[src/rtl/i2c_pkg.sv]
// Shared I2C definitions: bus FSM states, field widths and R/W bit position.
package i2c_pkg;

    localparam int I2C_ADDR_W = 7;
    localparam int I2C_BYTE_W = 8;
    localparam int I2C_RW_BIT = 0;

    typedef enum logic [2:0] {
        ST_IDLE,
        ST_ADDR,
        ST_ADDR_ACK,
        ST_WR_DATA,
        ST_WR_ACK,
        ST_RD_DATA,
        ST_RD_ACK,
        ST_WAIT
    } i2c_state_e;

endpackage

[src/rtl/i2c_sync_edge.sv]
// Multi-stage synchroniser for one bus line with registered rise/fall strobes.
// level_o is the value the strobes refer to, so all three stay cycle-aligned.
module i2c_sync_edge #(
    parameter int SYNC_STAGES = 2
) (
    input  logic clk,
    input  logic n_rst,
    input  logic din_i,
    output logic level_o,
    output logic rise_o,
    output logic fall_o
);

    logic [SYNC_STAGES-1:0] sync_q;
    logic                   prev_q;
    logic                   rise_q;
    logic                   fall_q;

    // Reset to the idle-high bus level so releasing reset never fakes an edge.
    always_ff @(posedge clk or negedge n_rst) begin
        if (!n_rst) begin
            sync_q <= '1;
            prev_q <= 1'b1;
            rise_q <= 1'b0;
            fall_q <= 1'b0;
        end else begin
            sync_q <= {sync_q[SYNC_STAGES-2:0], din_i};
            prev_q <= sync_q[SYNC_STAGES-1];
            rise_q <= sync_q[SYNC_STAGES-1] & ~prev_q;
            fall_q <= ~sync_q[SYNC_STAGES-1] & prev_q;
        end
    end

    assign level_o = prev_q;
    assign rise_o  = rise_q;
    assign fall_o  = fall_q;

endmodule

[src/rtl/i2c_slave_rx.sv]
// Oversampling I2C target endpoint: START/STOP detect, address match, ACK, write and read bytes.
// Define I2C_SLAVE_READ_EN to build the read path; otherwise read addressing is NACKed.
module i2c_slave_rx
    import i2c_pkg::*;
#(
    parameter logic [I2C_ADDR_W-1:0] ADDR        = 7'h54,
    parameter int                    SYNC_STAGES = 2
) (
    input  logic                  clk,
    input  logic                  n_rst,
    input  logic                  scl,
    input  logic                  sda_in,
    output logic                  sda_oe,
    output logic [I2C_BYTE_W-1:0] rx_data,
    output logic                  rx_valid,
    input  logic                  rx_ready,
    input  logic [I2C_BYTE_W-1:0] tx_data,
    output logic                  tx_req,
    output logic                  busy,
    output logic                  stop_det
);

    logic [1:0] line_in;
    logic [1:0] line_lvl;
    logic [1:0] line_rise;
    logic [1:0] line_fall;

    assign line_in = {sda_in, scl};

    for (genvar gi = 0; gi < 2; gi++) begin : g_sync
        i2c_sync_edge #(
            .SYNC_STAGES(SYNC_STAGES)
        ) u_sync (
            .clk    (clk),
            .n_rst  (n_rst),
            .din_i  (line_in[gi]),
            .level_o(line_lvl[gi]),
            .rise_o (line_rise[gi]),
            .fall_o (line_fall[gi])
        );
    end

    logic scl_lvl, scl_rise, scl_fall, sda_lvl, start_ev, stop_ev;
    assign scl_lvl  = line_lvl[0];
    assign scl_rise = line_rise[0];
    assign scl_fall = line_fall[0];
    assign sda_lvl  = line_lvl[1];
    assign start_ev = line_fall[1] & scl_lvl;
    assign stop_ev  = line_rise[1] & scl_lvl;

    i2c_state_e            state_q, state_d;
    logic [2:0]            bit_cnt_q, bit_cnt_d;
    logic [I2C_BYTE_W-1:0] shift_q, shift_d;
    logic                  byte_done_q, byte_done_d;
    logic                  ack_q, ack_d;
    logic                  rw_q, rw_d;
    logic                  sda_oe_q, sda_oe_d;
    logic [I2C_BYTE_W-1:0] rx_data_q, rx_data_d;
    logic                  rx_valid_q, rx_valid_d;
    logic                  busy_q, busy_d;
    logic                  stop_det_q, stop_det_d;
`ifdef I2C_SLAVE_READ_EN
    logic [I2C_BYTE_W-1:0] tx_shift_q, tx_shift_d;
    logic                  tx_req_q, tx_req_d;
`else
    logic                  tx_unused;
    assign tx_unused = ^tx_data;
`endif

    // Byte as it stands once the bit being sampled this cycle is shifted in.
    logic [I2C_BYTE_W-1:0] byte_w;
    logic                  addr_hit;
    logic                  last_bit;
    assign byte_w   = {shift_q[I2C_BYTE_W-2:0], sda_lvl};
    assign addr_hit = (byte_w[I2C_BYTE_W-1 -: I2C_ADDR_W] == ADDR);
    assign last_bit = (bit_cnt_q == 3'd7);

    always_comb begin
        state_d     = state_q;
        bit_cnt_d   = bit_cnt_q;
        shift_d     = shift_q;
        byte_done_d = byte_done_q;
        ack_d       = ack_q;
        rw_d        = rw_q;
        sda_oe_d    = sda_oe_q;
        rx_data_d   = rx_data_q;
        rx_valid_d  = 1'b0;
        busy_d      = busy_q;
        stop_det_d  = 1'b0;
`ifdef I2C_SLAVE_READ_EN
        tx_shift_d  = tx_shift_q;
        tx_req_d    = 1'b0;
`endif
        if (stop_ev) begin
            state_d     = ST_IDLE;
            bit_cnt_d   = 3'd0;
            byte_done_d = 1'b0;
            sda_oe_d    = 1'b0;
            busy_d      = 1'b0;
            stop_det_d  = 1'b1;
        end else if (start_ev) begin
            state_d     = ST_ADDR;
            bit_cnt_d   = 3'd0;
            byte_done_d = 1'b0;
            sda_oe_d    = 1'b0;
            busy_d      = 1'b0;
        end else begin
            case (state_q)
                ST_ADDR: begin
                    if (scl_rise) begin
                        shift_d   = byte_w;
                        bit_cnt_d = bit_cnt_q + 3'd1;
                        if (last_bit) begin
                            rw_d = byte_w[I2C_RW_BIT];
                            if (!addr_hit) begin
                                state_d = ST_WAIT;
                            end else begin
`ifdef I2C_SLAVE_READ_EN
                                byte_done_d = 1'b1;
                                tx_req_d    = byte_w[I2C_RW_BIT];
`else
                                if (byte_w[I2C_RW_BIT]) state_d = ST_WAIT;
                                else                    byte_done_d = 1'b1;
`endif
                            end
                        end
                    end else if (scl_fall && byte_done_q) begin
                        byte_done_d = 1'b0;
                        state_d     = ST_ADDR_ACK;
                        sda_oe_d    = 1'b1;
                        busy_d      = 1'b1;
                    end
                end
                ST_ADDR_ACK: begin
                    if (scl_fall) begin
                        sda_oe_d  = 1'b0;
                        bit_cnt_d = 3'd0;
                        if (!rw_q) begin
                            state_d = ST_WR_DATA;
                        end else begin
`ifdef I2C_SLAVE_READ_EN
                            state_d    = ST_RD_DATA;
                            tx_shift_d = tx_data;
                            sda_oe_d   = ~tx_data[I2C_BYTE_W-1];
`else
                            state_d = ST_WAIT;
`endif
                        end
                    end
                end
                ST_WR_DATA: begin
                    if (scl_rise) begin
                        shift_d   = byte_w;
                        bit_cnt_d = bit_cnt_q + 3'd1;
                        if (last_bit) begin
                            byte_done_d = 1'b1;
                            ack_d       = rx_ready;
                            if (rx_ready) begin
                                rx_data_d  = byte_w;
                                rx_valid_d = 1'b1;
                            end
                        end
                    end else if (scl_fall && byte_done_q) begin
                        byte_done_d = 1'b0;
                        state_d     = ST_WR_ACK;
                        sda_oe_d    = ack_q;
                    end
                end
                ST_WR_ACK: begin
                    if (scl_fall) begin
                        sda_oe_d  = 1'b0;
                        bit_cnt_d = 3'd0;
                        state_d   = ack_q ? ST_WR_DATA : ST_WAIT;
                    end
                end
`ifdef I2C_SLAVE_READ_EN
                ST_RD_DATA: begin
                    if (scl_rise) begin
                        bit_cnt_d = bit_cnt_q + 3'd1;
                        if (last_bit) byte_done_d = 1'b1;
                    end else if (scl_fall) begin
                        if (byte_done_q) begin
                            byte_done_d = 1'b0;
                            sda_oe_d    = 1'b0;
                            ack_d       = 1'b0;
                            state_d     = ST_RD_ACK;
                        end else begin
                            tx_shift_d = tx_shift_q << 1;
                            sda_oe_d   = ~tx_shift_q[I2C_BYTE_W-2];
                        end
                    end
                end
                ST_RD_ACK: begin
                    if (scl_rise) begin
                        if (!sda_lvl) begin
                            tx_req_d = 1'b1;
                            ack_d    = 1'b1;
                        end else begin
                            state_d = ST_WAIT;
                        end
                    end else if (scl_fall && ack_q) begin
                        ack_d      = 1'b0;
                        bit_cnt_d  = 3'd0;
                        state_d    = ST_RD_DATA;
                        tx_shift_d = tx_data;
                        sda_oe_d   = ~tx_data[I2C_BYTE_W-1];
                    end
                end
`endif
                default: begin
                    sda_oe_d = 1'b0;
                end
            endcase
        end
    end

    always_ff @(posedge clk or negedge n_rst) begin
        if (!n_rst) begin
            state_q     <= ST_IDLE;
            bit_cnt_q   <= 3'd0;
            shift_q     <= '0;
            byte_done_q <= 1'b0;
            ack_q       <= 1'b0;
            rw_q        <= 1'b0;
            sda_oe_q    <= 1'b0;
            rx_data_q   <= '0;
            rx_valid_q  <= 1'b0;
            busy_q      <= 1'b0;
            stop_det_q  <= 1'b0;
        end else begin
            state_q     <= state_d;
            bit_cnt_q   <= bit_cnt_d;
            shift_q     <= shift_d;
            byte_done_q <= byte_done_d;
            ack_q       <= ack_d;
            rw_q        <= rw_d;
            sda_oe_q    <= sda_oe_d;
            rx_data_q   <= rx_data_d;
            rx_valid_q  <= rx_valid_d;
            busy_q      <= busy_d;
            stop_det_q  <= stop_det_d;
        end
    end

`ifdef I2C_SLAVE_READ_EN
    always_ff @(posedge clk or negedge n_rst) begin
        if (!n_rst) begin
            tx_shift_q <= '0;
            tx_req_q   <= 1'b0;
        end else begin
            tx_shift_q <= tx_shift_d;
            tx_req_q   <= tx_req_d;
        end
    end
    assign tx_req = tx_req_q;
`else
    assign tx_req = 1'b0;
`endif

    assign sda_oe   = sda_oe_q;
    assign rx_data  = rx_data_q;
    assign rx_valid = rx_valid_q;
    assign busy     = busy_q;
    assign stop_det = stop_det_q;

endmodule

[config.mk]
export PLATFORM = sky130hd
export DESIGN_NAME = i2c_slave_rx
export DESIGN_NICKNAME = d
export VERILOG_FILES = /design/src/rtl/i2c_pkg.sv /design/src/rtl/i2c_sync_edge.sv /design/src/rtl/i2c_slave_rx.sv
export SDC_FILE = /design/constraint.sdc
export NUM_CORES = 1
export LEC_CHECK = 0
export ABC_AREA = 0
export CAP_MARGIN = 20
export CORE_ASPECT_RATIO = 1.75
export CORE_MARGIN = 1.5
export CORE_UTILIZATION = 40
export DETAILED_ROUTE_END_ITERATION = 8
export GPL_TIMING_DRIVEN = 1
export PLACE_DENSITY = 0.58
export SLEW_MARGIN = 20
export SYNTH_ARGS = -nofsm -noshare
export SYNTH_HDL_FRONTEND = slang
export SYNTH_HIERARCHICAL = 1
export SYNTH_SLANG_ARGS = --single-unit
[constraint.sdc]
create_clock -name clk -period 5.1 [get_ports clk]
set_input_delay 0.765 -clock clk [delete_from_list [all_inputs] [get_ports clk]]
set_output_delay 0.765 -clock clk [all_outputs]
set_load 0.01 [all_outputs]
Word-level counts from Yosys, hierarchy flattened:

Index checks and enable logic that the tools add are counted.

* output and inout bits: 13
* flip-flop bits (word level): 38
* input port bits: 13

* bitwise logic cells: 12
* multiplexer cells: 47
* equality and inequality tests: 21
* $add $sub $neg: 1
* reduce and logical (&&, ||, !) cells: 17

Operator list (number)
* $mux W3: 17
* $mux W1: 26
* $ne A5 B5 Y1 const B: 4
* $reduce_and A5 Y1: 4
* $ne A4 B4 Y1 const B: 4
* $pmux W3 S4: 1
* $ne A4 B1 Y1 const B: 2
* $ne A4 B3 Y1 const B: 2
* $reduce_and A8 Y1: 1
* $reduce_bool A4 Y1: 2
* $eq A7 B7 Y1 const B: 1
* $and A1 B1 Y1: 6
* $eq A3 B2 Y1 const B: 2
* $eq A3 B3 Y1 const B: 2
* $ne A6 B5 Y1 const B: 1
* $not A1 Y1: 6
* $pmux W3 S2: 1
* $reduce_and A3 Y1: 2
* $reduce_and A6 Y1: 1
* $reduce_bool A3 Y1: 2
* $reduce_bool A6 Y1: 1
* $ne A5 B4 Y1 const B: 1
* $reduce_and A4 Y1: 1
* $reduce_or A2 Y1: 2
* 6 further kinds: 6

Depth between registers and ports, before layout:

Gate-level depths: netlist of run 1.

* word-level depth: 7
* mapped depth: 6
* mapped depth without buffers: 5

By module:

Netlist of run 1, hierarchy kept.

By module, submodules not included
* i2c_slave_rx: instances 1, area each 1358.8 um2, cells each 118
* i2c_sync_edge: instances 2, area each 143.9 um2, cells each 7

Least setup slack after synthesis of run 1:

No wires, ideal clock.

* path kind: reg-to-reg
* from: reg g_sync[0].u_sync.prev_q
* to: reg state_q[0]
* arrival: 1561 ps
* cell stages (with the launch flop): 6
* data required time: 4975 ps
* slack: 3413 ps
* period minus slack after synthesis: 1687 ps
* cells stage by stage: dfstp_2 -> o21a_1 -> nor2_1 -> buf_4 -> a32oi_2 -> mux2_4

* cells in the longest elaborated chain, start to end: 3

Ends and longest elaborated chain
* start: declaration: RTL line i2c_sync_edge.sv:15 `logic prev_q;`
* start signal: assignment: RTL line i2c_sync_edge.sv:28 `prev_q <= sync_q[SYNC_STAGES-1];`
* $and A1 B1 Y1 (on tied branches): RTL line i2c_slave_rx.sv:48, i2c_slave_rx.sv:49
* $ne A6 B5 Y1 (no source line), or another cell as far along
* $reduce_and A8 Y1 (no source line) / $mux W3 (equally long branches)
* end signal: assignment: RTL line i2c_slave_rx.sv:231 `state_q <= state_d;`
* end: declaration: RTL line i2c_slave_rx.sv:51 `i2c_state_e state_q, state_d;`

Parallel ways exist; a longest one is shown, timed or not.
A chain may end at the register's enable or synchronous reset.

Worst setup path in the final report of run 1:

* from: reg state_q[0]
* to: reg rx_data_q[4], in the netlist rx_data[4]

* cells in the longest elaborated chain, start to end: 2

Ends and longest elaborated chain
* $eq A3 B2 Y1: RTL line i2c_slave_rx.sv:108 `case (state_q)`
* $reduce_and A6 Y1 (no source line)
* end signal: assignment: RTL line i2c_slave_rx.sv:238 `rx_data_q <= rx_data_d;`
* end: declaration: RTL line i2c_slave_rx.sv:58 `logic [I2C_BYTE_W-1:0] rx_data_q, rx_data_d;`

Every way passes these cells.

==> results of run 1 <==
-- flip-flops by register name, indices dropped and copies added (netlist names) --
name	cells
rx_data	8
shift_q	7
g_sync.u_sync/sync_q	4
bit_cnt_q	3
state_q	3
g_sync.u_sync/fall_o	2
g_sync.u_sync/level_o	2
g_sync.u_sync/rise_o	2
ack_q	1
busy	1
byte_done_q	1
rw_q	1
rx_valid	1
sda_oe	1
stop_det	1
-- worst min-delay path by stage --
| stage | to | startpoint | slack, ns | cells past startpoint |
|---|---|---|---|---|
| finish | g_sync[1].u_sync/sync_q[1] | g_sync[1].u_sync/sync_q[0] | 0.35 | 0 |
| global placement | g_sync[0].u_sync/sync_q[1] | g_sync[0].u_sync/sync_q[0] | 0.35 | 0 |
| detailed placement | g_sync[0].u_sync/sync_q[1] | g_sync[0].u_sync/sync_q[0] | 0.35 | 0 |
| global route | g_sync[0].u_sync/sync_q[1] | g_sync[0].u_sync/sync_q[0] | 0.36 | 0 |
| floorplan | g_sync[0].u_sync/sync_q[1] | g_sync[0].u_sync/sync_q[0] | 0.35 | 0 |
| CTS | g_sync[0].u_sync/sync_q[1] | g_sync[0].u_sync/sync_q[0] | 0.36 | 0 |
-- cell type report --
class                   count  area share (%)
repair buffers             16           8.036
well taps                  48           3.111
clock buffers               5           3.564
clock inverters             3           2.074
inverters                   3          0.5833
flip-flops and latches     38           49.64
multi-input cells          84           32.99
-- stage by stage --
stage               total power [mW]  util (%)  cell area (sq um)
floorplan                     0.5537         -               1647
global placement              0.5988     46.67               1822
detailed placement            0.6058     46.67               1822
CTS                           0.8575     49.46               1931
global route                  0.8933     49.46               1931
finish                        0.8481     49.46               1931
-- power by group through the flow --
stage	Clock [mW]	Sequential, mW	Combinational [mW]
after floorplan	0	0.386	0.168
after global placement	0	0.425	0.174
after detailed placement	0	0.427	0.178
after CTS	0.257	0.422	0.179
after global routing	0.264	0.433	0.196
final	0.248	0.423	0.177
-- critical path, cell delays in order, from the launching register on --
cell	delay [ns]
dfrtp_1	0.60
nand3b_1	0.20
nor2_1	0.70
and4_1	0.59
mux2_2	0.39
-- Yosys cell counts (2+ instances only) --
| cell | n | area, sq um |
|---|---|---|
| buf_4 | 3 | 22.52 |
| inv_1 | 3 | 11.26 |
| a21o_1 | 3 | 22.52 |
| nor2_1 | 5 | 18.77 |
| nand3_1 | 5 | 25.02 |
| and2b_2 | 2 | 17.52 |
| nand3b_1 | 2 | 15.01 |
| dfstp_2 | 6 | 157.7 |
| clkbuf_1 | 2 | 7.510 |
| nand2_1 | 5 | 18.77 |
| nor2b_1 | 4 | 25.02 |
| o21a_1 | 2 | 15.01 |
| o21ai_0 | 6 | 30.03 |
| a32o_1 | 2 | 20.02 |
| and2_1 | 2 | 12.51 |
| ha_1 | 2 | 25.02 |
| nor3_1 | 2 | 10.01 |
| a21oi_1 | 6 | 30.03 |
| o31ai_1 | 4 | 30.03 |
| dfrtp_1 | 32 | 800.8 |
| nand2b_1 | 3 | 18.77 |
| mux2_2 | 16 | 180.2 |
-- layer usage --
| layer | vias to the layer above | global-route usage [%] | part of all wire [%] |
|---|---|---|---|
| li1 | 509 | - | - |
| met1 | 544 | 16.52 | 39 |
| met2 | 19 | 26.92 | 57 |
| met3 | 6 | 3.072 | 2.8 |
| met4 | 0 | 7.895 | 1.8 |
| met5 | - | 0 | 0 |
-- cell families after synthesis --
group / share of synthesized area, %
compound gates: 12.99
xor+xnor: 0.5320
fa+ha+maj: 1.520
buf+inv: 3.115
flops: 58.21
mux: 11.85
other cells: 0.2277
simple gates: 11.55
==> impl_results.md, run 1 <==
- First-pass GRT wire length: 5099 microns
- Antenna Nets Post-Route: 0
- CP Capture Type: flip-flop
- Ys async rst share: 100.0%
- Commonest non-fill, non-tap cell in the layout: dfrtp_1
- Number of synthesized flops with an enable pin: 0
- R2R Path Start: state_q[0]
- Power per Cell Area: between 400 and 500 nW/um^2
- Slew @ Worst Pin: 0.8625 ns
- Max Cap Viol: 0
- Post-synthesis instance total: approximately 130
- Power share of the clock group: 29.3%
- Worst setup margin: 2.493 ns
- Status: finished, final reports clean
- Slew HR: between 40% and 50%
- Startpoint types: flip-flop
- Clk slew on worst S/H paths: 0.08 ns
- Post-route insts no fill: 197
- Setup violations, final: 0
- Final min period: 2.607 ns
- Std-Cell Rows: 30
- Number of synthesis warnings: 6
- Maximum clock path buffer count: 2
- Pin count of the biggest net entering global routing: 39
- Vias in the first global route: 1161
- Most frequent cells in the layout: 32 x dfrtp_1, 16 x mux2_2, 15 x clkdlybuf4s50_1
- FILL cells: 366
- Critical path peak fanout: 13
- Via count: about 1100
- RSZ-0062 raised after global routing: no
- Layout Skew: 0.004823 ns
- P&R area growth vs syn: 17.25%
- Max-slew violations: 0
- Mapped cell area: 1647 sq um
- Hold Buf Count CTS: 0
- Sum Neg Setup Slack: 0 ns
- Peak supply drop: 0.2518 mV
- Die X: 51.50 microns
- Die height: ~88 microns
- Root Buffer: clkbuf_8
- Vias per cell: 5.472
- Post-DP HPWL: 2112 microns
- Origin of the worst setup path: state_q[0]
- # IOs: 26
- Seq/Total Area, Yosys: 58.21%
- Drt first-iter violations: 20
- Seq pwr share: 49.8%
- Final Hold Violating Endpoints: 0
- Post-CTS setup buffers: 0
- Cell variety after synth: 37
- Nets: 163
- CTS tree: yes
- Die area: 4526 sq um
- Clk sinks: 38
- Port bufs: 16
- Post-synth top flop: dfrtp_1
- Synth Net Count: 147
- # H-tree levels: 2
- Area occupied by multi-input gates: between 600 and 700 sq um
- CTS Buf Count: 5
- Gate power share: 20.9%
- Critical path type: flip-flop to flip-flop
- Worst slack, placed: 2.510 ns
- Switch Pwr: 0.2600 mW
- Required @ worst endpoint: 5.27 ns
- Final hold slack: 0.3548 ns
- DR DRC count: 0
- Initial antenna violation count: 0
- Max Fclk: around 380 MHz
- Number of synthesized register bits: 38
- Core Box Area: 3904 sq um
- Hold Path Class: flip-flop to flip-flop
- DRT Pass-1 Iters: 4
- Pleak: 0.8579 nW
- GRT Util Overall: around 15%
- Post-cts sizing count: 0
- Register area: between 900 and 1000 sq um
- Part of the cycle the worst path needs: 51.11%
- Clk_lat worst skew: between 0.2 and 0.3 ns
- Power Internal: 0.5881 mW
- Crit path DAT: 2.78 ns
- Reg2reg end: rx_data[4]
- Routed wire per std cell: 15.17 microns
- Switching part of the total: 30.66%
- Placed Cells: 189
- R2R depth: 4
- ANT cells: 0
- Mapped Avg Cell Area: 12.47 sq um
- Grt ovf: 0
- Final WL: 2988 microns
- Share of cells above drive strength 1: 24.83%
- R2R Setup Slk: 2.49 ns
- Global placement routability congestion: 0.8985
- Initial core utilization: 42.18%
- CP endpoint: rx_data[4]
Power figures use the tool's default switching activity.
==> run 2: changes to the inputs <==
==> constraint.sdc (replaced) <==
create_clock -name clk -period 2.6 [get_ports clk]
set_input_delay 0.39 -clock clk [delete_from_list [all_inputs] [get_ports clk]]
set_output_delay 0.39 -clock clk [all_outputs]
set_load 0.01 [all_outputs]
==> run 2 against run 1 <==
Compared with the run above:
- hold slack worse by 0.15 ns
- clock power increased by 63%
- sequential cell count is the same
- fmax increased by 34%
- clock-buffer cell count rose by 3
- highest routed layer unchanged
- global-route usage increased by 0.062 points
- register-to-register slack worse by 1.8 ns
==> impl_results.md, run 2 (same netlist as run 1, synthesis figures left out) <==
- Status: finished, final reports clean (unchanged)
- First-pass GRT wire length: 5168 microns (was 5099 microns)
- Crit path DAT: 2.10 ns (was 2.78 ns)
- Initial antenna violation count: 0 (unchanged)
- Global placement routability congestion: 0.8392 (was 0.8985)
- Pin count of the biggest net entering global routing: 39 (unchanged)
- Max Fclk: 514.3 MHz (was 383.6 MHz)
- Routed wire per std cell: 14.88 microns (was 15.17 microns)
- Crit path cell chain: nand3b_1 -> nor2_1 -> and4_1 -> mux2_2 (unchanged)
- Seq pwr share: 52.3% (was 49.8%)
- Switching part of the total: 31.14% (was 30.66%)
- Slew HR: 45.23% (was 42.29%)
- Power share of the clock group: 25.6% (was 29.3%)
- Switch Pwr: 0.4936 mW (was 0.2600 mW)
- Final hold slack: 0.2066 ns (was 0.3548 ns)
- Startpoint types: flip-flop (unchanged)
- Clk slew on worst S/H paths: 0.07 ns (was 0.08 ns)
- # IOs: 26 (unchanged)
- Nets: 165 (was 163)
- Post-CTS setup buffers: 0 (unchanged)
- CP Capture Type: flip-flop (unchanged)
- Slew @ Worst Pin: 0.8215 ns (was 0.8625 ns)
- Max incr delay on CP: 0.58 ns (was 0.70 ns)
- Sum Neg Setup Slack: 0 ns (unchanged)
- Hold Buf Count CTS: 0 (unchanged)
- Largest register FFs: 8 (unchanged)
- Std-Cell Rows: 30 (unchanged)
- Vias per cell: 5.377 (was 5.472)
- DRT Pass-1 Iters: 4 (unchanged)
- Met2 wire length: 1625 microns (was 1692 microns)
- ANT cells: 0 (unchanged)
- Pleak: 0.8560 nW (was 0.8579 nW)
- Power per Cell Area: 822.5 nW/um^2 (was 439.3 nW/um^2)
- CTS tree: yes (unchanged)
- Critical path type: flip-flop to flip-flop (unchanged)
- Critical path buffers and inverters: 0 (unchanged)
- Max Cap Viol: 0 (unchanged)
- Final WL: 2961 microns (was 2988 microns)
- Pwr Total: 1.585 mW (was 0.8481 mW)
- Drt first-iter violations: 19 (was 20)
- Gate power share: 22.2% (was 20.9%)
- P&R area growth vs syn: 17.02% (was 17.25%)
- Grt ovf: 0 (unchanged)
- Post-cts sizing count: 0 (unchanged)
- Required @ worst endpoint: 2.76 ns (was 5.27 ns)
- Slowest cell on crit path: dfrtp_1 (was nor2_1)
- Most frequent cells in the layout: 32 x dfrtp_1, 16 x mux2_2, 15 x clkdlybuf4s50_1 (unchanged)
- Crit-path leading delay family: simple AND/OR/NAND/NOR gates (unchanged)
- Antenna Nets Post-Route: 0 (unchanged)
- Peak supply drop: 0.6119 mV (was 0.2518 mV)
- Wl on met1: 1231 microns (was 1156 microns)
- Root Buffer: clkbuf_8 (unchanged)
- Hold Path Class: input port to async pin (was flip-flop to flip-flop)
- Core Box Area: 3904 sq um (unchanged)
- Clk_lat worst skew: 0.28 ns (was 0.29 ns)
- RSZ-0062 raised after global routing: no (unchanged)
- Initial core utilization: 42.18% (unchanged)
- Die height: 87.88 microns (unchanged)
- Routed met3 length: 46 microns (was 83 microns)
- Die X: 51.50 microns (unchanged)
- Part of the cycle the worst path needs: 74.78% (was 51.11%)
- Setup violations, final: 0 (unchanged)
- Commonest non-fill, non-tap cell in the layout: dfrtp_1 (unchanged)
- Via count: 1070 (was 1078)
- Max Used Layer: met4 (unchanged)
- Final Hold Violating Endpoints: 0 (unchanged)
- # H-tree levels: 2 (unchanged)
- Post-DP HPWL: 2077 microns (was 2112 microns)
- Port bufs: 16 (unchanged)
- Die area: 4526 sq um (unchanged)
- Critical path peak fanout: 13 (unchanged)
- Max-slew violations: 0 (unchanged)
- CTS Buf Count: 5 (unchanged)
- Clk sinks: 38 (unchanged)
- Power Internal: 1.091 mW (was 0.5881 mW)
- Final min period: 1.944 ns (was 2.607 ns)
- GRT Util Overall: 15.19% (was 15.13%)
- Vias in the first global route: 1170 (was 1161)
- Layout Skew: 0.008402 ns (was 0.004823 ns)
- Maximum clock path buffer count: 2 (unchanged)
- DR DRC count: 0 (unchanged)
- Share of cells above drive strength 1: 24.50% (was 24.83%)
run 2: cell types whose count changed in the layout (fill, tap and decap cells not counted), sizes merged:
cell | previous run | this run
clkbuf | 5 | 8
bufinv | 1 | 0
clkinv | 2 | 0
buf | 1 | 3
run 2: power groups by stage:
stage	registers, mW	logic, mW	clock network (mW)
floorplan	0.758	0.329	0
global placement	0.833	0.345	0
detailed placement	0.838	0.353	0
CTS	0.827	0.354	0.424
global route	0.845	0.390	0.442
finish	0.828	0.351	0.405
run 2: per-layer routing:
layer	global-route usage [%]	vias up
li1	-	507
met1	16.50	544
met2	27.27	15
met3	3.242	4
met4	7.416	0
met5	0	-
run 2: final cells by class:
class,instances,area [sq um]
Fill cell,368,1977
Sequential cell,38,958.4
Multi-Input combinational cell,84,636.9
Timing Repair Buffer,18,170.2
Clock buffer,8,90.09
Tap cell,48,60.06
Inverter,3,11.26
run 2: final timing paths:
check | cells after the start | start | slack [ns] | end
max in group asynchronous | 1 | n_rst | 1.87 | shift_q[1]
max | 4 | state_q[0] | 0.66 | rx_data[0]
max reg2reg | 4 | state_q[0] | 0.66 | rx_data[0]
min in group clk | 0 | g_sync[1].u_sync/sync_q[0] | 0.36 | g_sync[1].u_sync/sync_q[1]
min | 1 | n_rst | 0.21 | stop_det
min reg2reg | 0 | g_sync[1].u_sync/sync_q[0] | 0.36 | g_sync[1].u_sync/sync_q[1]
run 2: through the flow:
step | area (sq um) | util (%) | cells | setup WS (ns)
finish | 1927 | 49.36 | 199 | 0.6556
global route | 1927 | 49.36 | 199 | 0.5010
CTS | 1927 | 49.36 | 199 | 0.6516
detailed placement | 1837 | 47.05 | 191 | 0.6695
global placement | 1837 | 47.05 | 191 | 0.7007
floorplan | 1647 | - | 132 | 0.9135
run 2: worst register-to-register path: stages (launching register included):
cell	delay (ns)
dfrtp_1	0.58
nand3b_1	0.21
nor2_1	0.16
and4_1	0.49
mux2_2	0.39
==> run 3: changes to the inputs <==
--- a/config.mk
+++ b/config.mk
@@ -12,7 +12,7 @@
 export CORE_UTILIZATION = 40
 export DETAILED_ROUTE_END_ITERATION = 8
 export GPL_TIMING_DRIVEN = 1
-export PLACE_DENSITY = 0.58
+export PLACE_DENSITY = 0.61
 export SLEW_MARGIN = 20
 export SYNTH_ARGS = -nofsm -noshare
 export SYNTH_HDL_FRONTEND = slang
==> constraint.sdc (replaced) <==
create_clock -name clk -period 1.7 [get_ports clk]
set_input_delay 0.255 -clock clk [delete_from_list [all_inputs] [get_ports clk]]
set_output_delay 0.255 -clock clk [all_outputs]
set_load 0.01 [all_outputs]
==> run 3 against run 2 <==
Compared with the run above:
- the run now ends with hold timing left
- die area stayed put
- critical path depth increased by 1
- combinational power increased by 120%
- final cell count up 8.0%
- final area increased by 7.7%
- non-clock buffer count grew 16
- register-to-register slack worse by 0.61 ns
- clock power rose by 53%
- hold slack got worse by 0.21 ns
- sequential cell count unchanged
- total power increased by 64%
- global-route usage is 0.18 points higher
==> impl_results.md, run 3 (same netlist as run 1, synthesis figures left out) <==
- Hold Buf Count CTS: 0 (unchanged)
- CTS Buf Count: 5 (unchanged)
- DRT Pass-1 Iters: 4 (unchanged)
- Initial core utilization: 42.18% (unchanged)
- Share of cells above drive strength 1: 34.73% (was 24.50%)
- Die X: 51.50 microns (unchanged)
- First-pass GRT wire length: 5181 microns (was 5168 microns)
- Std-Cell Rows: 30 (unchanged)
- CTS tree: yes (unchanged)
- Port bufs: 16 (unchanged)
- R2R Setup Slk: 0.05 ns (was 0.66 ns)
- ANT cells: 0 (unchanged)
- Nets: 181 (was 165)
- Placed Cells: 206 (was 191)
- # H-tree levels: 2 (unchanged)
- Pwr Total: 2.600 mW (was 1.585 mW)
- Largest register FFs: 8 (unchanged)
- # IOs: 26 (unchanged)
- Die height: 87.88 microns (unchanged)
- DR DRC count: 0 (unchanged)
- Via count: 1122 (was 1070)
- Startpoint types: flip-flop (unchanged)
- Drt first-iter violations: 18 (was 19)
- Max-slew violations: 0 (unchanged)
- R2R Path Start: g_sync[0].u_sync/level_o (was state_q[0])
- R2R depth: 5 (was 4)
- Commonest non-fill, non-tap cell in the layout: dfrtp_1 (unchanged)
- P&R area growth vs syn: 26.06% (was 17.02%)
- Critical path type: flip-flop to flip-flop (unchanged)
- GRT Util Overall: 15.37% (was 15.19%)
- Status: finished, violations left (was finished, final reports clean)
- Post-DP HPWL: 2285 microns (was 2077 microns)
- CP Capture Type: flip-flop (unchanged)
- Critical path peak fanout: 3 (was 13)
- Reg2reg end: state_q[0] (was rx_data[0])
- Post-route insts no fill: 215 (was 199)
- Max Fclk: 605.3 MHz (was 514.3 MHz)
- Clk slew on worst S/H paths: 0.07 ns (about the same)
- Setup violations, final: 0 (unchanged)
- Crit path DAT: 1.83 ns (was 2.10 ns)
- Final hold slack: -0.005953 ns (was 0.2066 ns)
- Slew @ Worst Pin: 0.4962 ns (was 0.8215 ns)
- Vias per cell: 5.219 (was 5.377)
- Die area: 4526 sq um (unchanged)
- Peak supply drop: 1.017 mV (was 0.6119 mV)
- Pin count of the biggest net entering global routing: 39 (unchanged)
- Hold Path Class: input port to async pin (unchanged)
- Global placement routability congestion: 0.8761 (was 0.8392)
- Final WL: 3033 microns (was 2961 microns)
- Max Cap Viol: 0 (unchanged)
- Core Box Area: 3904 sq um (unchanged)
- Failing checks: hold timing
- RSZ-0062 raised after global routing: yes (was no)
- Routed wire per std cell: 14.11 microns (was 14.88 microns)
- Layout Skew: 0.008325 ns (was 0.008402 ns)
- Slew HR: 66.57% (was 45.23%)
- Vias in the first global route: 1154 (was 1170)
- Antenna Nets Post-Route: 0 (unchanged)
- Power per Cell Area: 1252 nW/um^2 (was 822.5 nW/um^2)
- Pleak: 0.9384 nW (was 0.8560 nW)
- Grt ovf: 0 (unchanged)
- Clk_lat worst skew: 0.28 ns (about the same)
- Maximum clock path buffer count: 2 (unchanged)
- Most frequent cells in the layout: 30 x dfrtp_1, 17 x buf_4, 16 x mux2_2 (was 32 x dfrtp_1, 16 x mux2_2, 15 x clkdlybuf4s50_1)
- Part of the cycle the worst path needs: 97.17% (was 74.78%)
- Final min period: 1.652 ns (was 1.944 ns)
- Clk sinks: 38 (unchanged)
- Required @ worst endpoint: 1.87 ns (was 2.76 ns)
- Initial antenna violation count: 0 (unchanged)
- Final Hold Violating Endpoints: 4 (was 0)
- Root Buffer: clkbuf_8 (unchanged)
-- run 3: worst max-delay path by stage --
stage | startpoint | end | slack (ns) | depth (start not counted)
finish | g_sync[0].u_sync/level_o | state_q[0] | 0.05 | 5
global route | g_sync[1].u_sync/rise_o | rx_data[2] | -0.002 | 5
CTS | state_q[2] | state_q[0] | 0.006 | 5
detailed placement | state_q[2] | state_q[0] | 0.02 | 5
global placement | state_q[2] | state_q[0] | 0.02 | 5
floorplan | g_sync[0].u_sync/level_o | state_q[0] | 0.01 | 5
-- run 3: power breakdown --
group / internal, mW / switching [mW] / total (mW)
Sequential: 1.05 / 0.140 / 1.19
Clock: 0.327 / 0.291 / 0.618
Combinational: 0.417 / 0.372 / 0.789
-- run 3: critical path, stage by stage, from the launching register on --
cell and delay [ns]:
dfstp_2 0.53, o21a_1 0.20, nor2_2 0.06, buf_4 0.15, a32oi_4 0.27, mux2_4 0.32
-- run 3: routing by layer --
metal	vias to the layer above	track usage, %	part of all wire (%)
met4	0	8.373	2.7
met3	7	3.925	2.7
li1	534	-	-
met5	-	0	0
met1	560	16.95	38
met2	21	26.46	56
-- run 3: final cells by class --
class | instances | area, sq um
multi-input cells | 84 | 658.1
fillers | 362 | 1828
repair buffers | 34 | 294.0
flip-flops and latches | 38 | 960.9
well taps | 48 | 60.06
inverters | 3 | 11.26
clock buffers | 7 | 86.33
clock inverters | 1 | 5.005
-- run 3: what timing repair did --
item                                    in CTS  in global routing
setup buffers                                0                  1
endpoints found under the setup margin       0                  9
resized for setup                            0                  6
-- run 3: stage by stage --
stage / area (sq um) / utilization [%] / setup WS, ns / setup TNS [ns] / hold slack [ns]
floorplan: 1647 / - / 0.01350 / 0 / -0.04059
global placement: 1949 / 49.94 / 0.01820 / 0 / 0.3254
detailed placement: 1949 / 49.94 / 0.02192 / 0 / 0.3321
CTS: 2041 / 52.28 / 0.005505 / 0 / 0.02038
global route: 2076 / 53.17 / -0.002087 / -0.002087 / 0.04233
finish: 2076 / 53.17 / 0.04804 / 0 / -0.005953
==> patch: new RTL, flow settings as in run 3 <==
The option `I2C_SLAVE_READ_EN` is turned on by a define.
--- a/src/rtl/i2c_slave_rx.sv
+++ b/src/rtl/i2c_slave_rx.sv
@@ -1,5 +1,7 @@
 // Oversampling I2C target endpoint: START/STOP detect, address match, ACK, write and read bytes.
 // Define I2C_SLAVE_READ_EN to build the read path; otherwise read addressing is NACKed.
+`define I2C_SLAVE_READ_EN
+
 module i2c_slave_rx
     import i2c_pkg::*;
 #(
Check against the original RTL: same outputs for any inputs over 10 cycles, from zero or initial values and one cycle with n_rst low; that may be too few to reach the edited logic, so the function may still have changed.
==> patch against run 3 <==
Sequential power up 29%. Final cell count is 66% higher. Power up 60%. Fmax is 3.2% lower. Via count increased by 59%. Clock skew fell by 0.0029 ns. The run ends with negative setup slack left. Design area is 57% higher. Setup slack worse by 0.055 ns. Wire length up 75%. Sequential cell count grew 8. Sequential share of layout area is 10 points lower. Area after synthesis up 37%.
==> patch: results (changes against run 3) <==
| Metric | Value |
|---|---|
| Run status | `finished, violations left` |
| Violated checks | `negative setup slack` |
| Placer congestion estimate | `0.912 (+4.1%)` |
| Setup TNS Final | `-0.00711 ns (-0.00711 ns)` |
| Final setup vio count | `1 (+1)` |
| Hold_ws | `0.354 ns (+0.360 ns)` |
| Met3 usage | `3.16% (-0.76 points)` |
| CP max FO | `7 (+4)` |
| Largest net degree at the start of global routing | `47 (+21%)` |
| Routed vias/inst | `5.02 (-3.8%)` |
| Final HPWL DP | `3870 µm (+70%)` |
| First-pass GRT wire length | `8600 µm (+66%)` |
| Synth Area in Compound Gates | `12.5% (-0.47 points)` |
| P_leak | `1.52 nW (+62%)` |
| Drt initial violations | `52 (+34)` |
| Worst-case clock skew | `0.00547 ns (-0.00286 ns)` |
| Area post-placement | `3000 µm² (+54%)` |
| WP data arrival | `1.89 ns (+0.06 ns)` |
| Tightest Hold Check Type | `reg2reg` |
| Xor and xnor area share after synthesis | `0% (-0.53 points)` |
| Setup slack at placement | `-0.0539 ns (-0.0759 ns)` |
| Vias in the first global route | `1870 (+62%)` |
| Synth cell types | `52 (+41%)` |
| Placed Cells | `339 (+65%)` |
| GR Layer Usage met1 | `21.2% (+4.3 points)` |
| Syn Nets | `206 (+40%)` |
| GRT Util Overall | `18.8% (+3.4 points)` |
| Worst setup startpoint | `state_q[0]` |
| Final non-filler cell total | `356 (+66%)` |
| Synth area leaders | `dfrtp_1, mux2_2, dfstp_2, mux2i_1, o21ai_0` |
| Worst path max stage delay | `0.46 ns (-0.07 ns)` |
| Post-synth top cells | `dfrtp_1, mux2_2, nand2_1, nor2_1, o21ai_0` |
| Share of cells above drive strength 1 | `47.5% (+13 points)` |
| Comb pwr | `1.95 mW (+150%)` |
| Clock Power Share | `16.3% (-7.5 points)` |
| P&R area growth vs syn | `44.0%` |
| Synth Area in Adders | `1.55% (+0.032 points)` |
| Worst setup margin | `-0.00711 ns (-0.0551 ns)` |
==> patch: cell types whose count changed after synthesis, moves of 4 or more <==
cell / change
mux2_2: +11
nand3_1: -4
dfrtp_1: +8
o21ai_0: +4
buf_2: +4
nor2_1: +5
mux2i_1: +5
nand2_1: +7
==> patch: final cells by class <==
type | instances | share of cell area, %
Clock inverter | 1 | 0.154
Sequential cell | 46 | 35.8
Multi-Input combinational cell | 130 | 33.9
Tap cell | 76 | 2.93
Inverter | 6 | 0.693
Clock buffer | 7 | 2.66
Timing Repair Buffer | 90 | 23.9
==> patch: metal layers <==
metal,up-vias,wire (µm)
li1,864,-
met1,868,2030
met2,40,2880
met3,16,155
met4,0,235
met5,-,0
==> patch: what timing repair did <==
item                       in CTS  in global routing
hold buffers                    1                  0
gates resized for setup        10                 16
pin swaps                       4                  6
gates cloned                    0                  0
setup buffers                   6                  3
setup endpoints to repair      11                 20
hold endpoints to repair       40                  0
